--- src/rtl/control_sequencer_pkg.sv ---
// cpu_ctrl_pkg -- shared state, opcode, ALU-op and strobe bit-index definitions for the control sequencer.
// Revision 1.0
`default_nettype none

package cpu_ctrl_pkg;

  typedef enum logic [3:0] {
    ST_RESET = 4'd0,
    ST_T0    = 4'd1,
    ST_T1    = 4'd2,
    ST_T2    = 4'd3,
    ST_T3    = 4'd4,
    ST_T4    = 4'd5,
    ST_T5    = 4'd6,
    ST_T6    = 4'd7,
    ST_T7    = 4'd8,
    ST_HALT  = 4'd9
  } state_t;

  localparam logic [4:0] OP_LD   = 5'b00000;
  localparam logic [4:0] OP_LDI  = 5'b00001;
  localparam logic [4:0] OP_ST   = 5'b00010;
  localparam logic [4:0] OP_ADD  = 5'b00011;
  localparam logic [4:0] OP_SUB  = 5'b00100;
  localparam logic [4:0] OP_AND  = 5'b00101;
  localparam logic [4:0] OP_OR   = 5'b00110;
  localparam logic [4:0] OP_ADDI = 5'b01100;
  localparam logic [4:0] OP_ANDI = 5'b01101;
  localparam logic [4:0] OP_ORI  = 5'b01110;
  localparam logic [4:0] OP_NOP  = 5'b11010;
  localparam logic [4:0] OP_HALT = 5'b11011;

  localparam logic [4:0] ALU_NONE  = 5'd0;
  localparam logic [4:0] ALU_ADD   = 5'd1;
  localparam logic [4:0] ALU_SUB   = 5'd2;
  localparam logic [4:0] ALU_AND   = 5'd3;
  localparam logic [4:0] ALU_OR    = 5'd4;
  localparam logic [4:0] ALU_INCPC = 5'd14;

  localparam int ZIN     = 18;
  localparam int YIN     = 19;
  localparam int PCIN    = 20;
  localparam int MDRIN   = 21;
  localparam int IRIN    = 24;
  localparam int MARIN   = 25;
  localparam int ZLO_OUT = 19;
  localparam int PC_OUT  = 20;
  localparam int MDR_OUT = 21;
  localparam int C_OUT   = 23;

  function automatic logic [4:0] get_opcode(input logic [31:0] ir);
    return ir[31:27];
  endfunction

  function automatic logic op_is_defined(input logic [4:0] op);
    case (op)
      OP_LD, OP_LDI, OP_ST, OP_ADD, OP_SUB, OP_AND, OP_OR,
      OP_ADDI, OP_ANDI, OP_ORI, OP_NOP, OP_HALT: return 1'b1;
      default:                                   return 1'b0;
    endcase
  endfunction

  // Register and immediate forms of the same operation share one ALU code.
  function automatic logic [4:0] alu_code(input logic [4:0] op);
    case (op)
      OP_ADD, OP_ADDI: return ALU_ADD;
      OP_SUB:          return ALU_SUB;
      OP_AND, OP_ANDI: return ALU_AND;
      OP_OR, OP_ORI:   return ALU_OR;
      default:         return ALU_NONE;
    endcase
  endfunction

endpackage

`default_nettype wire

--- src/rtl/control_sequencer_if.sv ---
// control_sequencer_if -- IR/stop inputs and all control strobes between sequencer and datapath.
// Revision 1.0
`default_nettype none

interface control_sequencer_if #(
  parameter int CSW = 5
);
  logic [31:0]    ir;
  logic           stop;
  logic [31:0]    enable;
  logic [31:0]    busSelect;
  logic [CSW-1:0] Control_Signals;
  logic           Gra;
  logic           Grb;
  logic           Grc;
  logic           Rin;
  logic           Rout;
  logic           BAout;
  logic           MD_Read;
  logic           ReadRAM;
  logic           WriteRAM;
  logic           run;
  logic           illegal_op;

  modport master (
    input  ir, stop,
    output enable, busSelect, Control_Signals, Gra, Grb, Grc, Rin, Rout, BAout,
           MD_Read, ReadRAM, WriteRAM, run, illegal_op
  );

  modport slave (
    output ir, stop,
    input  enable, busSelect, Control_Signals, Gra, Grb, Grc, Rin, Rout, BAout,
           MD_Read, ReadRAM, WriteRAM, run, illegal_op
  );
endinterface

`default_nettype wire

--- src/rtl/control_sequencer_ctrl_decode.sv ---
// ctrl_decode -- Moore output decode: (state, latched opcode) to every datapath strobe.
// Revision 1.0
`default_nettype none

module ctrl_decode
  import cpu_ctrl_pkg::*;
#(
  parameter int OPW = 5,
  parameter int CSW = 5
) (
  input  state_t         i_state,
  input  logic [OPW-1:0] i_opcode,
  output logic [31:0]    o_enable,
  output logic [31:0]    o_busSelect,
  output logic [CSW-1:0] o_Control_Signals,
  output logic           o_Gra,
  output logic           o_Grb,
  output logic           o_Grc,
  output logic           o_Rin,
  output logic           o_Rout,
  output logic           o_BAout,
  output logic           o_MD_Read,
  output logic           o_ReadRAM,
  output logic           o_WriteRAM,
  output logic           o_run,
  output logic           o_illegal_op
);

  logic       w_rr;
  logic       w_imm;
  logic       w_addr;
  logic       w_ld;
  logic [4:0] w_cs;

  assign w_rr   = (i_opcode == OP_ADD) || (i_opcode == OP_SUB) ||
                  (i_opcode == OP_AND) || (i_opcode == OP_OR);
  assign w_imm  = (i_opcode == OP_ADDI) || (i_opcode == OP_ANDI) || (i_opcode == OP_ORI);
  // ld, ldi and st all form an address/constant as Rb(or 0) + C in T3/T4.
  assign w_addr = (i_opcode == OP_LD) || (i_opcode == OP_LDI) || (i_opcode == OP_ST);
  assign w_ld   = (i_opcode == OP_LD);

  assign o_Control_Signals = CSW'(w_cs);

  always_comb begin
    o_enable     = '0;
    o_busSelect  = '0;
    w_cs         = ALU_NONE;
    o_Gra        = 1'b0;
    o_Grb        = 1'b0;
    o_Grc        = 1'b0;
    o_Rin        = 1'b0;
    o_Rout       = 1'b0;
    o_BAout      = 1'b0;
    o_MD_Read    = 1'b0;
    o_ReadRAM    = 1'b0;
    o_WriteRAM   = 1'b0;
    o_illegal_op = 1'b0;
    o_run        = (i_state != ST_RESET) && (i_state != ST_HALT);

    case (i_state)
      ST_T0: begin
        o_busSelect[PC_OUT] = 1'b1;
        o_enable[MARIN]     = 1'b1;
        o_enable[ZIN]       = 1'b1;
        w_cs                = ALU_INCPC;
      end
      ST_T1: begin
        o_busSelect[ZLO_OUT] = 1'b1;
        o_enable[PCIN]       = 1'b1;
        o_enable[MDRIN]      = 1'b1;
        o_MD_Read            = 1'b1;
        o_ReadRAM            = 1'b1;
      end
      ST_T2: begin
        o_busSelect[MDR_OUT] = 1'b1;
        o_enable[IRIN]       = 1'b1;
      end
      ST_T3: begin
        if (w_rr || w_imm) begin
          o_Grb         = 1'b1;
          o_Rout        = 1'b1;
          o_enable[YIN] = 1'b1;
        end else if (w_addr) begin
          o_Grb         = 1'b1;
          o_BAout       = 1'b1;
          o_enable[YIN] = 1'b1;
        end else begin
          o_illegal_op  = !op_is_defined(5'(i_opcode));
        end
      end
      ST_T4: begin
        o_enable[ZIN] = 1'b1;
        if (w_rr) begin
          o_Grc  = 1'b1;
          o_Rout = 1'b1;
          w_cs   = alu_code(5'(i_opcode));
        end else begin
          o_busSelect[C_OUT] = 1'b1;
          w_cs               = w_imm ? alu_code(5'(i_opcode)) : ALU_ADD;
        end
      end
      ST_T5: begin
        o_busSelect[ZLO_OUT] = 1'b1;
        if (w_addr && (i_opcode != OP_LDI)) begin
          o_enable[MARIN] = 1'b1;
        end else begin
          o_Gra = 1'b1;
          o_Rin = 1'b1;
        end
      end
      ST_T6: begin
        o_enable[MDRIN] = 1'b1;
        if (w_ld) begin
          o_MD_Read = 1'b1;
          o_ReadRAM = 1'b1;
        end else begin
          o_Gra  = 1'b1;
          o_Rout = 1'b1;
        end
      end
      ST_T7: begin
        if (w_ld) begin
          o_busSelect[MDR_OUT] = 1'b1;
          o_Gra                = 1'b1;
          o_Rin                = 1'b1;
        end else begin
          o_WriteRAM = 1'b1;
        end
      end
      default: ;
    endcase
  end

endmodule

`default_nettype wire

--- src/rtl/control_sequencer.sv ---
// control_sequencer -- hardwired fetch/decode/execute sequencer: state register, opcode latch, next-state.
// Revision 1.0
`default_nettype none

module control_sequencer
  import cpu_ctrl_pkg::*;
#(
  parameter int OPW = 5,
  parameter int CSW = 5
) (
  input logic                  clk,
  input logic                  clr,
  control_sequencer_if.master  bus
);

  state_t         r_state;
  state_t         w_next;
  logic [OPW-1:0] r_opcode;
  logic           w_mem;

  assign w_mem = (r_opcode == OP_LD) || (r_opcode == OP_ST);

  always_ff @(posedge clk or negedge clr) begin
    if (!clr) begin
      r_state  <= ST_RESET;
      r_opcode <= '0;
    end else begin
      r_state <= w_next;
      // IR holds the freshly fetched word only at the end of T2.
      if (r_state == ST_T2) begin
        r_opcode <= OPW'(get_opcode(bus.ir));
      end
    end
  end

  always_comb begin
    w_next = r_state;
    case (r_state)
      ST_RESET: w_next = ST_T0;
      ST_T0:    w_next = bus.stop ? ST_HALT : ST_T1;
      ST_T1:    w_next = ST_T2;
      ST_T2:    w_next = ST_T3;
      ST_T3: begin
        if (r_opcode == OP_HALT) begin
          w_next = ST_HALT;
        end else if ((r_opcode == OP_NOP) || !op_is_defined(5'(r_opcode))) begin
          w_next = ST_T0;
        end else begin
          w_next = ST_T4;
        end
      end
      ST_T4:    w_next = ST_T5;
      ST_T5:    w_next = w_mem ? ST_T6 : ST_T0;
      ST_T6:    w_next = ST_T7;
      ST_T7:    w_next = ST_T0;
      ST_HALT:  w_next = ST_HALT;
      default:  w_next = ST_RESET;
    endcase
  end

  ctrl_decode #(
    .OPW (OPW),
    .CSW (CSW)
  ) u_decode (
    .i_state           (r_state),
    .i_opcode          (r_opcode),
    .o_enable          (bus.enable),
    .o_busSelect       (bus.busSelect),
    .o_Control_Signals (bus.Control_Signals),
    .o_Gra             (bus.Gra),
    .o_Grb             (bus.Grb),
    .o_Grc             (bus.Grc),
    .o_Rin             (bus.Rin),
    .o_Rout            (bus.Rout),
    .o_BAout           (bus.BAout),
    .o_MD_Read         (bus.MD_Read),
    .o_ReadRAM         (bus.ReadRAM),
    .o_WriteRAM        (bus.WriteRAM),
    .o_run             (bus.run),
    .o_illegal_op      (bus.illegal_op)
  );

endmodule

`default_nettype wire

--- src/flat_wrapper.sv ---
// flat-port wrapper written by rule: the top's interface ports become plain ports
module control_sequencer_flat import cpu_ctrl_pkg::*;
#(
  parameter int OPW = 5,
  parameter int CSW = 5
)
  (clk, clr, bus_ir, bus_stop, bus_enable, bus_busSelect, bus_Control_Signals, bus_Gra, bus_Grb, bus_Grc, bus_Rin, bus_Rout, bus_BAout, bus_MD_Read, bus_ReadRAM, bus_WriteRAM, bus_run, bus_illegal_op);
  control_sequencer_if #(.CSW(CSW)) bus_i ();
  input logic clk;
  input logic clr;
  input wire logic [$bits(bus_i.ir)-1:0] bus_ir;
  input wire logic [$bits(bus_i.stop)-1:0] bus_stop;
  output wire logic [$bits(bus_i.enable)-1:0] bus_enable;
  output wire logic [$bits(bus_i.busSelect)-1:0] bus_busSelect;
  output wire logic [$bits(bus_i.Control_Signals)-1:0] bus_Control_Signals;
  output wire logic [$bits(bus_i.Gra)-1:0] bus_Gra;
  output wire logic [$bits(bus_i.Grb)-1:0] bus_Grb;
  output wire logic [$bits(bus_i.Grc)-1:0] bus_Grc;
  output wire logic [$bits(bus_i.Rin)-1:0] bus_Rin;
  output wire logic [$bits(bus_i.Rout)-1:0] bus_Rout;
  output wire logic [$bits(bus_i.BAout)-1:0] bus_BAout;
  output wire logic [$bits(bus_i.MD_Read)-1:0] bus_MD_Read;
  output wire logic [$bits(bus_i.ReadRAM)-1:0] bus_ReadRAM;
  output wire logic [$bits(bus_i.WriteRAM)-1:0] bus_WriteRAM;
  output wire logic [$bits(bus_i.run)-1:0] bus_run;
  output wire logic [$bits(bus_i.illegal_op)-1:0] bus_illegal_op;
  assign bus_i.ir = bus_ir;
  assign bus_i.stop = bus_stop;
  assign bus_enable = bus_i.enable;
  assign bus_busSelect = bus_i.busSelect;
  assign bus_Control_Signals = bus_i.Control_Signals;
  assign bus_Gra = bus_i.Gra;
  assign bus_Grb = bus_i.Grb;
  assign bus_Grc = bus_i.Grc;
  assign bus_Rin = bus_i.Rin;
  assign bus_Rout = bus_i.Rout;
  assign bus_BAout = bus_i.BAout;
  assign bus_MD_Read = bus_i.MD_Read;
  assign bus_ReadRAM = bus_i.ReadRAM;
  assign bus_WriteRAM = bus_i.WriteRAM;
  assign bus_run = bus_i.run;
  assign bus_illegal_op = bus_i.illegal_op;
  control_sequencer #(.OPW(OPW), .CSW(CSW)) u_core (.clk(clk), .clr(clr), .bus(bus_i));
endmodule
--- config.mk ---
export PLATFORM = sky130hd
export DESIGN_NAME = control_sequencer_flat
export DESIGN_NICKNAME = d
export VERILOG_FILES = /design/src/rtl/control_sequencer_pkg.sv /design/src/rtl/control_sequencer_if.sv /design/src/rtl/control_sequencer_ctrl_decode.sv /design/src/rtl/control_sequencer.sv /design/src/flat_wrapper.sv
export SDC_FILE = /design/constraint.sdc
export NUM_CORES = 1
export LEC_CHECK = 0
export BUFFER_PORTS_ARGS = -buffer_cell sky130_fd_sc_hd__buf_2
export CORE_MARGIN = 10
export CORE_UTILIZATION = 41
export CTS_CLUSTER_SIZE = 28
export DETAILED_ROUTE_END_ITERATION = 8
export GPL_TIMING_DRIVEN = 0
export PLACE_DENSITY = 0.87
export SYNTH_ARGS = -nofsm -noshare
export SYNTH_HDL_FRONTEND = slang
export SYNTH_SLANG_ARGS = --single-unit
--- constraint.sdc ---
create_clock -name clk -period 5.2 [get_ports clk]
set_input_delay 1.04 -clock clk [delete_from_list [all_inputs] [get_ports clk]]
set_output_delay 1.04 -clock clk [all_outputs]
set_load 0.005 [all_outputs]
# [Word level (Yosys, flattened, before mapping)]
# Memory sizes are Yosys's and may differ from the RTL's.
# Cells that the tools add are included.
[classes] n_eq_ne=22 mux=44 reduce_logical=24
[op_table] cell="case mux 4 bit (9 select lines)" n=1
[op_table] cell="2-to-1 mux 1 bit" n=29
[op_table] cell="equality test 4 x 3 -> 1 bit, second input constant" n=4
[op_table] cell="equality test 5 x 3 -> 1 bit, second input constant" n=3
[op_table] cell="equality test 5 x 4 -> 1 bit, second input constant" n=3
[op_table] cell="OR reduction 2 bit" n=7
[op_table] cell="case mux 3 bit (4 select lines)" n=1
[op_table] cell="equality test 5 x 2 -> 1 bit, second input constant" n=2
[op_table] cell="equality test 5 bit, second input constant" n=2
[op_table] cell="logical OR 1 bit" n=10
[op_table] cell="2-to-1 mux 5 bit" n=2
[op_table] cell="case mux 5 bit (2 select lines)" n=1
[op_table] cell="equality test 4 x 2 -> 1 bit, second input constant" n=2
[op_table] cell="equality test 4 bit, second input constant" n=2
[op_table] cell="2-to-1 mux 4 bit" n=2
[op_table] cell="case mux 1 bit (2 select lines)" n=4
[op_table] cell="2-to-1 mux 3 bit" n=2
[op_table] cell="case mux 1 bit (3 select lines)" n=2
[op_table] cell="equality test 5 x 1 -> 1 bit, second input constant" n=1
[op_table] cell="logical NOT 5 bit" n=1
[op_table] cell="inequality test 5 x 1 -> 1 bit, second input constant" n=1
[op_table] cell="equality test 4 x 1 -> 1 bit, second input constant" n=1
[op_table] cell="logical NOT 4 bit" n=1
[op_table] cell="inequality test 4 bit, second input constant" n=1
[op_table] cell="3 further kinds" n=5
[word_totals] input_bits=35 output_inout_bits=80 reg_bits=9 memories=2 romBits=64
[memory_table] memory="(name not given)" words=32 word_bits=1 rd=1 rd_ports_with_merged_regs=0 write_ports=0 line_no="control_sequencer_pkg.sv:56" text="case (op)"
[memory_table] memory="(name not given)" words=32 word_bits=1 rd=1 rd_ports_with_merged_regs=0 write_ports=0 line_no="control_sequencer_pkg.sv:56"

# [Depth between registers and ports, before layout]
# Gate-level depths: netlist of the first run.
[depth] word_depth=11 depth_mapped=6 depth_no_buf=3

# [Hierarchy]
# Synthesis of the first run repeated with hierarchy kept, for this count alone.
[unflattened] hier_cells=163 hier_area_um2=1313.8
[by_module_without_submodules] mod="ctrl_decode" seq_area_each_um2=0.0 cells_per_inst=124 area_each_um2=847.1 n_inst=1
[by_module_without_submodules] mod="control_sequencer" seq_area_each_um2=225.2 cells_per_inst=39 area_each_um2=466.7 n_inst=1

# [Worst setup path after synthesis of the first run]
# No wires, ideal clock.
[synth_timing] kind="register to output" from="register u_core.r_opcode[3]" to="output port bus_ReadRAM" path_stages_with_launch=7 required_time_ns=4.160 slack_ns=2.561 arrival_time_ns=1.599 n_path_buf=3 path_cell_list="dfrtp_1 buf_6 or4_4 buf_6 o31ai_2 and2_1 buf_4"
[synth_between] elab_chain_len=3
[synth_lines] element="start: declaration" line_no="control_sequencer.sv:18" text="logic [OPW-1:0] r_opcode;"
[synth_lines] element="start signal: assignment" line_no="control_sequencer.sv:31" text="r_opcode <= OPW'(get_opcode(bus.ir));"
[synth_lines] element="logical NOT 5 bit" line_no="control_sequencer_ctrl_decode.sv:40" text="assign w_ld = (i_opcode == OP_LD);"
[synth_lines] element="2-to-1 mux 1 bit"
[synth_lines] element="case mux 1 bit (2 select lines)"
[synth_lines] element="end: declaration" line_no="flat_wrapper.sv:23" text="output wire logic [$bits(bus_i.ReadRAM)-1:0] bus_ReadRAM;"
# Every way passes these cells.

# [Worst setup path in the final report of the first run]
[layout_timing] from="register u_core.r_opcode[0]" to="output port bus_Rin"
[layout_between] elab_chain_len=6
[layout_lines] element="equality test 5 x 1 -> 1 bit or logical NOT 5 bit (tied branches)" line_no="control_sequencer_ctrl_decode.sv:39, control_sequencer_ctrl_decode.sv:40"
[layout_lines] element="logical OR 1 bit (2 in series)" line_no="control_sequencer_ctrl_decode.sv:39" text="assign w_addr = (i_opcode == OP_LD) || (i_opcode == OP_LDI) || (i_opcode == OP_ST);"
[layout_lines] element="logical AND 1 bit" line_no="control_sequencer_ctrl_decode.sv:104" text="if (w_addr && (i_opcode != OP_LDI)) begin"
[layout_lines] element="2-to-1 mux 1 bit" line_no="control_sequencer_ctrl_decode.sv:104"
[layout_lines] element="case mux 1 bit (2 select lines) *" line_no="control_sequencer_ctrl_decode.sv:60" text="case (i_state)"
[layout_lines] element="end: declaration" line_no="flat_wrapper.sv:19" text="output wire logic [$bits(bus_i.Rin)-1:0] bus_Rin;"
# Mark *: on every way between the ends. The rest lies on a longest branch, timed or not.

==> results of run 1 <==
flip-flops by register name (all words and copies together), names as in the netlist:
name,flops
u_core.r_opcode,5
u_core.r_state,4
worst min-delay path by stage:
stage | end | slack (ps) | cells after the start
global placement | u_core.r_opcode[3]$_DFFE_PN0P_ | 610 | 2
CTS | u_core.r_opcode[1]$_DFFE_PN0P_ | 620 | 1
floorplan | u_core.r_opcode[3]$_DFFE_PN0P_ | 590 | 2
detailed placement | u_core.r_opcode[3]$_DFFE_PN0P_ | 620 | 2
finish | u_core.r_opcode[1]$_DFFE_PN0P_ | 620 | 1
global route | u_core.r_state[2]$_DFF_PN0_ | 620 | 1
cells in the final DEF, fill, tap and decap left out, types with 2 or more instances in the layout:
| cell | count |
|---|---|
| a21boi_0 | 2 |
| a21oi_1 | 4 |
| a31oi_1 | 3 |
| and2_1 | 4 |
| and3b_1 | 2 |
| buf_2 | 33 |
| buf_4 | 58 |
| buf_6 | 2 |
| clkbuf_1 | 9 |
| clkbuf_4 | 3 |
| conb_1 | 55 |
| dfrtp_1 | 9 |
| inv_1 | 5 |
| mux2_2 | 5 |
| nand2_1 | 6 |
| nand2b_1 | 2 |
| nand3_1 | 2 |
| nand4b_1 | 2 |
| nor2_1 | 11 |
| nor2b_1 | 6 |
| nor3_1 | 5 |
| o211ai_1 | 3 |
| o21ai_0 | 5 |
| xnor2_1 | 2 |
power breakdown:
group / switching [uW] / leakage [uW] / internal [uW]
sequential: 23.9 / 0.000110 / 103
clock: 23.7 / 0.0000150 / 29.5
combinational: 266 / 0.000897 / 221
total: 314 / 0.00102 / 354
critical path, stage by stage (launching register included):
cell      delay [ps]
dfrtp_1          370
clkbuf_1         200
nor4_1           750
nand4b_1         170
a21oi_1          230
buf_2            140
cell families (layout without fill, tap and decap cells):
kind of cell / after synthesis / count (layout) / share of synthesized area [%]
other cells: 1 / 55 / 0.290
flops: 9 / 9 / 17.4
simple gates: 49 / 49 / 22.1
xor+xnor: 2 / 2 / 1.35
buf+inv: 75 / 111 / 39.8
compound gates: 27 / 27 / 14.7
mux: 5 / 5 / 4.35
layout make-up:
| class | count | area [sq um] |
|---|---|---|
| buffer | 70 | 497 |
| clock buffer | 4 | 26.3 |
| sequential | 9 | 225 |
| tap | 44 | 55.1 |
| inverter | 5 | 18.8 |
| multi-input combinational | 138 | 756 |
| timing repair buffer | 32 | 160 |
| fill | 325 | 1290 |
through the flow:
| step | util, % | cell area [sq um] | worst slack (ps) | total power, uW | hold WS (ps) |
|---|---|---|---|---|---|
| after CTS | 57.4 | 1740 | 2070 | 670 | 621 |
| after global placement | 56.5 | 1710 | 2430 | 606 | 613 |
| after floorplan | - | 1500 | 2560 | 479 | 594 |
| after global routing | 57.4 | 1740 | 1900 | 745 | 621 |
| after detailed placement | 56.5 | 1710 | 2350 | 615 | 620 |
| final | 57.4 | 1740 | 2030 | 667 | 621 |
routing by layer:
metal | share of wire, % | wire length [um]
met1 | 41 | 1370
met3 | 10 | 341
met5 | 0 | 0
met2 | 48 | 1610
met4 | 1.1 | 36
==> results.md, run 1 <==
- Most common cell in the netlist: buf_4
- Max cap viols: 0
- Die Width: 76.2 um
- Port bufs: 32
- PD cells: between 300 and 400 mW/mm^2
- Area delta synth->final: 34.3%
- Final WL: 3.36 mm
- Clock sinks: 9
- Reg2reg end: u_core.r_state[2]$_DFF_PN0_
- Final Skew: between 1 and 1.5 ps
- CTS Buf Count: 3
- Setup-failing EPs final: 0
- Die area: 0.00580 sq mm
- Post-synth EDFFs: 0
- Initial core utilization: a little over two fifths
- Post-CTS Setup Inserts: 0
- CP endpoint kind: primary output
- Met2 global-route usage: 18.8%
- Sequential-to-total area share from yosys stat: between 15 and 20%
- # H-tree levels: 1
- Worst EP arrival: 2130 ps
- CP startpoint: u_core.r_opcode[0]$_DFFE_PN0P_
- Met1 usage in global routing: around 13%
- Clock root buffer: clkbuf_4
- Dpl cells: 298
- CTS tree: done
- Slew Limit Fails: 0
- FP Rows: 20
- Post-synth cell types: 43
- Post-DR wirelength/cell: between 10 and 15 um
- CP Data Required Time: 4160 ps
- IO Count: 115
- Most used routing layer: met2
- Crit-path max FO: 10
- # diodes: 0
- Die H: 76.2 um
- Mapped Area: 0.00129 sq mm
- Max Fclk: 316 MHz
- Commonest cells post-synth: buf_4 (58), nor2_1 (11), dfrtp_1 (9)
- Prevailing post-synth register cell: dfrtp_1
- DR iter-0 viols: 58
- Layout cells sized above 1: 41.5%
- GP Congestion: 0.931
- Final Hold Viols: 0
- GRT Util Overall: 11.1%
- Syn_area_per_cell: between 7 and 8 sq um
- DR DRC count: 0
- Total grt overflow: 0
- Status: completed
- Maximum number of pins on one net before global-route repair: 11
- Vias: ~1.2k
- Worst r2r path cells: 4
- RSZ-0062 raised after global routing: no
- Largest cells by area after synthesis: buf_4 (34%), dfrtp_1 (17%), mux2_2 (4.4%)
- Fin crit share: 60.9%
- Post-synth top area cell: buf_4
- Setup Total Neg Slack: 0 ps
- Post-Synthesis Cells: 168
- Post-CTS Resized: 0
- Clk slew on worst S/H paths: 60 ps
- Setup crit start kind: flip-flop
- Worst-Margin Slew: 861 ps
- FF-to-FF Start: u_core.r_opcode[0]$_DFFE_PN0P_
- Slew margin rel.: 42.0%
- CTS Buffer Depth: 2
- Leak pwr: approximately 0.001 uW
- Initial antenna violation count: 0
- GR Util met3: 4.72%
- Core ar.: roughly 0.003 sq mm
- Warnings, synthesis: 0
- First-pass GRT wire length: 5.64 mm
- Hold Path Class: input port to async pin
- Nets: 294
- Async SR Flop Fraction: 100%
- Hold buffers post-CTS: 0
- Worst-Skew Late Latency: 260 ps
- Detailed placer's ending HPWL: 2.94 mm
- CP Class: flip-flop to primary output
- Antenna Nets Post-Route: 0
- Pre-antenna DRT Iters: 4
- Via density: 4.05
- Reg2reg setup slack: 3430 ps
- Synthesis-stage register bit count: 9
- Post-route insts no fill: 302
- Worst vdd ir: between 0.15 and 0.2 mV
- Vias in the first global route: between 1k and 1.5k
- Critical Path End: bus_Rin
- Top-area cell type share of the netlist area: 33.7%
- Fin crit period: roughly 3200 ps
No activity file was read; power rests on OpenSTA's default activity.
==> run 2, diff against run 1 <==
Settings changed: CORE_UTILIZATION 41 to 38, PLACE_DENSITY 0.87 to 0.81.
Clock period 5.2 ns to 3 ns, I/O delays scaled along.
==> results.md, run 2 (synthesis gave the netlist of run 1 again) <==
- Via density: 4.07 (was 4.05)
- Max FFs per register: 5 (unchanged)
- CP Class: flip-flop to primary output (unchanged)
- Top Family by Delay on Critical Path: simple AND/OR/NAND/NOR gates (unchanged)
- Pre-antenna DRT Iters: 4 (unchanged)
- Worst EP arrival: 2110 ps (was 2130 ps)
- Core ar.: 0.00331 sq mm (was 0.00303 sq mm)
- Final WL: 3.45 mm (was 3.36 mm)
- Slowest stage cell, crit path: nor4_1 (unchanged)
- Antenna Nets Post-Route: 0 (unchanged)
- Setup Total Neg Slack: 0 ps (unchanged)
- CP endpoint kind: primary output (unchanged)
- Hold buffers post-CTS: 0 (unchanged)
- Final Util: 52.6% (was 57.4%)
- Setup-failing EPs final: 0 (unchanged)
- CTS Buf Count: 3 (unchanged)
- FF-to-FF Start: u_core.r_opcode[0]$_DFFE_PN0P_ (unchanged)
- PD cells: 671 mW/mm^2 (was 384 mW/mm^2)
- Most frequent cells in the layout: buf_4 (58), conb_1 (55), buf_2 (33), nor2_1 (11) (unchanged)
- # H-tree levels: 1 (unchanged)
- Final Skew: 0.713 ps (was 1.22 ps)
- Total grt overflow: 0 (unchanged)
- DR DRC count: 0 (unchanged)
- Worst stage delay on the critical path: 760 ps (was 750 ps)
- Setup crit start kind: flip-flop (unchanged)
- RSZ-0062 raised after global routing: no (unchanged)
- Slew margin rel.: 41.8% (was 42.0%)
- Leak pwr: 0.00102 uW (unchanged)
- Worst-Margin Slew: 865 ps (was 861 ps)
- Crit-path max FO: 10 (unchanged)
- Area delta synth->final: 34.5% (was 34.3%)
- Total power: 1170 uW (was 667 uW)
- Biggest regs: u_core.r_opcode x5, u_core.r_state x4 (unchanged)
- Post-CTS Resized: 0 (unchanged)
- Nets: 294 (unchanged)
- GRT Util Overall: 9.86% (was 11.1%)
- Worst vdd ir: 0.305 mV (was 0.180 mV)
- Clock sinks: 9 (unchanged)
- Area of the multi-input gates: 756 sq um (unchanged)
- FP Rows: 21 (was 20)
- Final Hold Viols: 0 (unchanged)
- Critical path buffers and inverters: 2 (unchanged)
- Slew Limit Fails: 0 (unchanged)
- Detailed placer's ending HPWL: 2.97 mm (was 2.94 mm)
- Worst r2r path cells: 4 (unchanged)
- Status: completed (unchanged)
- GP Congestion: 0.912 (was 0.931)
- Register Area: 225 sq um (unchanged)
- Die H: 78.4 um (was 76.2 um)
- Register ranked first by flip-flop count: u_core.r_opcode (unchanged)
- Final hold slack: 187 ps (was 621 ps)
- Vias: 1,238 (was 1,222)
- Worst-Skew Late Latency: 250 ps (was 260 ps)
- Fin crit period: 2710 ps
- # diodes: 0 (unchanged)
- CTS tree: done (unchanged)
- Post-CTS Setup Inserts: 0 (unchanged)
- Layout fillers: 360 (was 325)
- Max Fclk: 369 MHz
- DR iter-0 viols: 47 (was 58)
- Initial core utilization: 39.1% (was 42.7%)
- IO Count: 115 (unchanged)
- Post-DR wirelength/cell: 11.3 um (was 11.1 um)
- Clk slew on worst S/H paths: 60 ps (about the same)
- Die area: 0.00614 sq mm (was 0.00580 sq mm)
- Die Width: 78.4 um (was 76.2 um)
- Max cap viols: 0 (unchanged)
- Maximum number of pins on one net before global-route repair: 11 (unchanged)
- Most common cell after layout, fill and taps aside: buf_4 (unchanged)
- Layout cells sized above 1: 41.5% (unchanged)
- Reg2reg setup slack: 1220 ps (was 3430 ps)
- Initial antenna violation count: 0 (unchanged)
- CP Data Required Time: 2400 ps (was 4160 ps)
- Worst path cell trace: clkbuf_1 -> nor4_1 -> nand4b_1 -> a21oi_1 -> buf_2 (unchanged)
- First-pass GRT wire length: 5.25 mm (was 5.64 mm)
- Vias in the first global route: 1,131 (was 1,211)
- Clock root buffer: clkbuf_4 (unchanged)
- Reg2reg end: u_core.r_state[2]$_DFF_PN0_ (unchanged)
- CTS Buffer Depth: 2 (unchanged)
- Fin crit share: 90.4%
- Hold Path Class: input port to async pin (unchanged)
- Port bufs: 32 (unchanged)
run 2: per-layer routing:
metal / up-vias / routed length [um] / track usage, % / share of wire [%]
met5: - / 0 / 0 / 0
met2: 55 / 1690 / 17.3 / 49
li1: 640 / - / - / -
met1: 543 / 1420 / 10.9 / 41
met4: 0 / 0 / 1.61 / 0
met3: 0 / 344 / 4.44 / 10
run 2: cell type report:
| class | instances | area share [%] |
|---|---|---|
| plain buffers | 70 | 28.5 |
| inverters | 5 | 1.08 |
| clock buffers | 4 | 1.51 |
| flip-flops and latches | 9 | 12.9 |
| multi-input cells | 138 | 43.4 |
| well taps | 46 | 3.31 |
| repair buffers | 32 | 9.20 |
run 2: worst max-delay path by stage:
stage,start,endpoint,cells past startpoint,slack (ps)
6_report,u_core.r_opcode[0]$_DFFE_PN0P_,bus_busSelect[21],5,290
5_1_grt,u_core.r_opcode[0]$_DFFE_PN0P_,bus_busSelect[21],5,210
4_1_cts,u_core.r_opcode[0]$_DFFE_PN0P_,bus_busSelect[21],5,340
3_5_place_dp,u_core.r_opcode[0]$_DFFE_PN0P_,bus_busSelect[21],5,630
3_3_place_gp,u_core.r_opcode[0]$_DFFE_PN0P_,bus_Rin,5,640
2_1_floorplan,u_core.r_opcode[3]$_DFFE_PN0P_,bus_ReadRAM,6,800
run 2: stage by stage:
stage | setup WS, ps | cell area [sq um] | std cells
after CTS | 339 | 1740 | 304
after global placement | 635 | 1710 | 300
final | 288 | 1740 | 304
after detailed placement | 633 | 1710 | 300
after floorplan | 801 | 1500 | 222
after global routing | 209 | 1740 | 304
run 2: power breakdown:
group          internal (uW)  switching [uW]
clock network           51.0            38.2
logic                    384             475
registers                178            41.1
total                    613             554
run 2: worst reg2reg max path: cells and delay by family (launching register included):
kind                   cells  cell delay (ps)
DFF                        1              370
AOI/OAI and AO/OA          1              100
and+or+nand+nor            2             1050
buffers and inverters      1              210
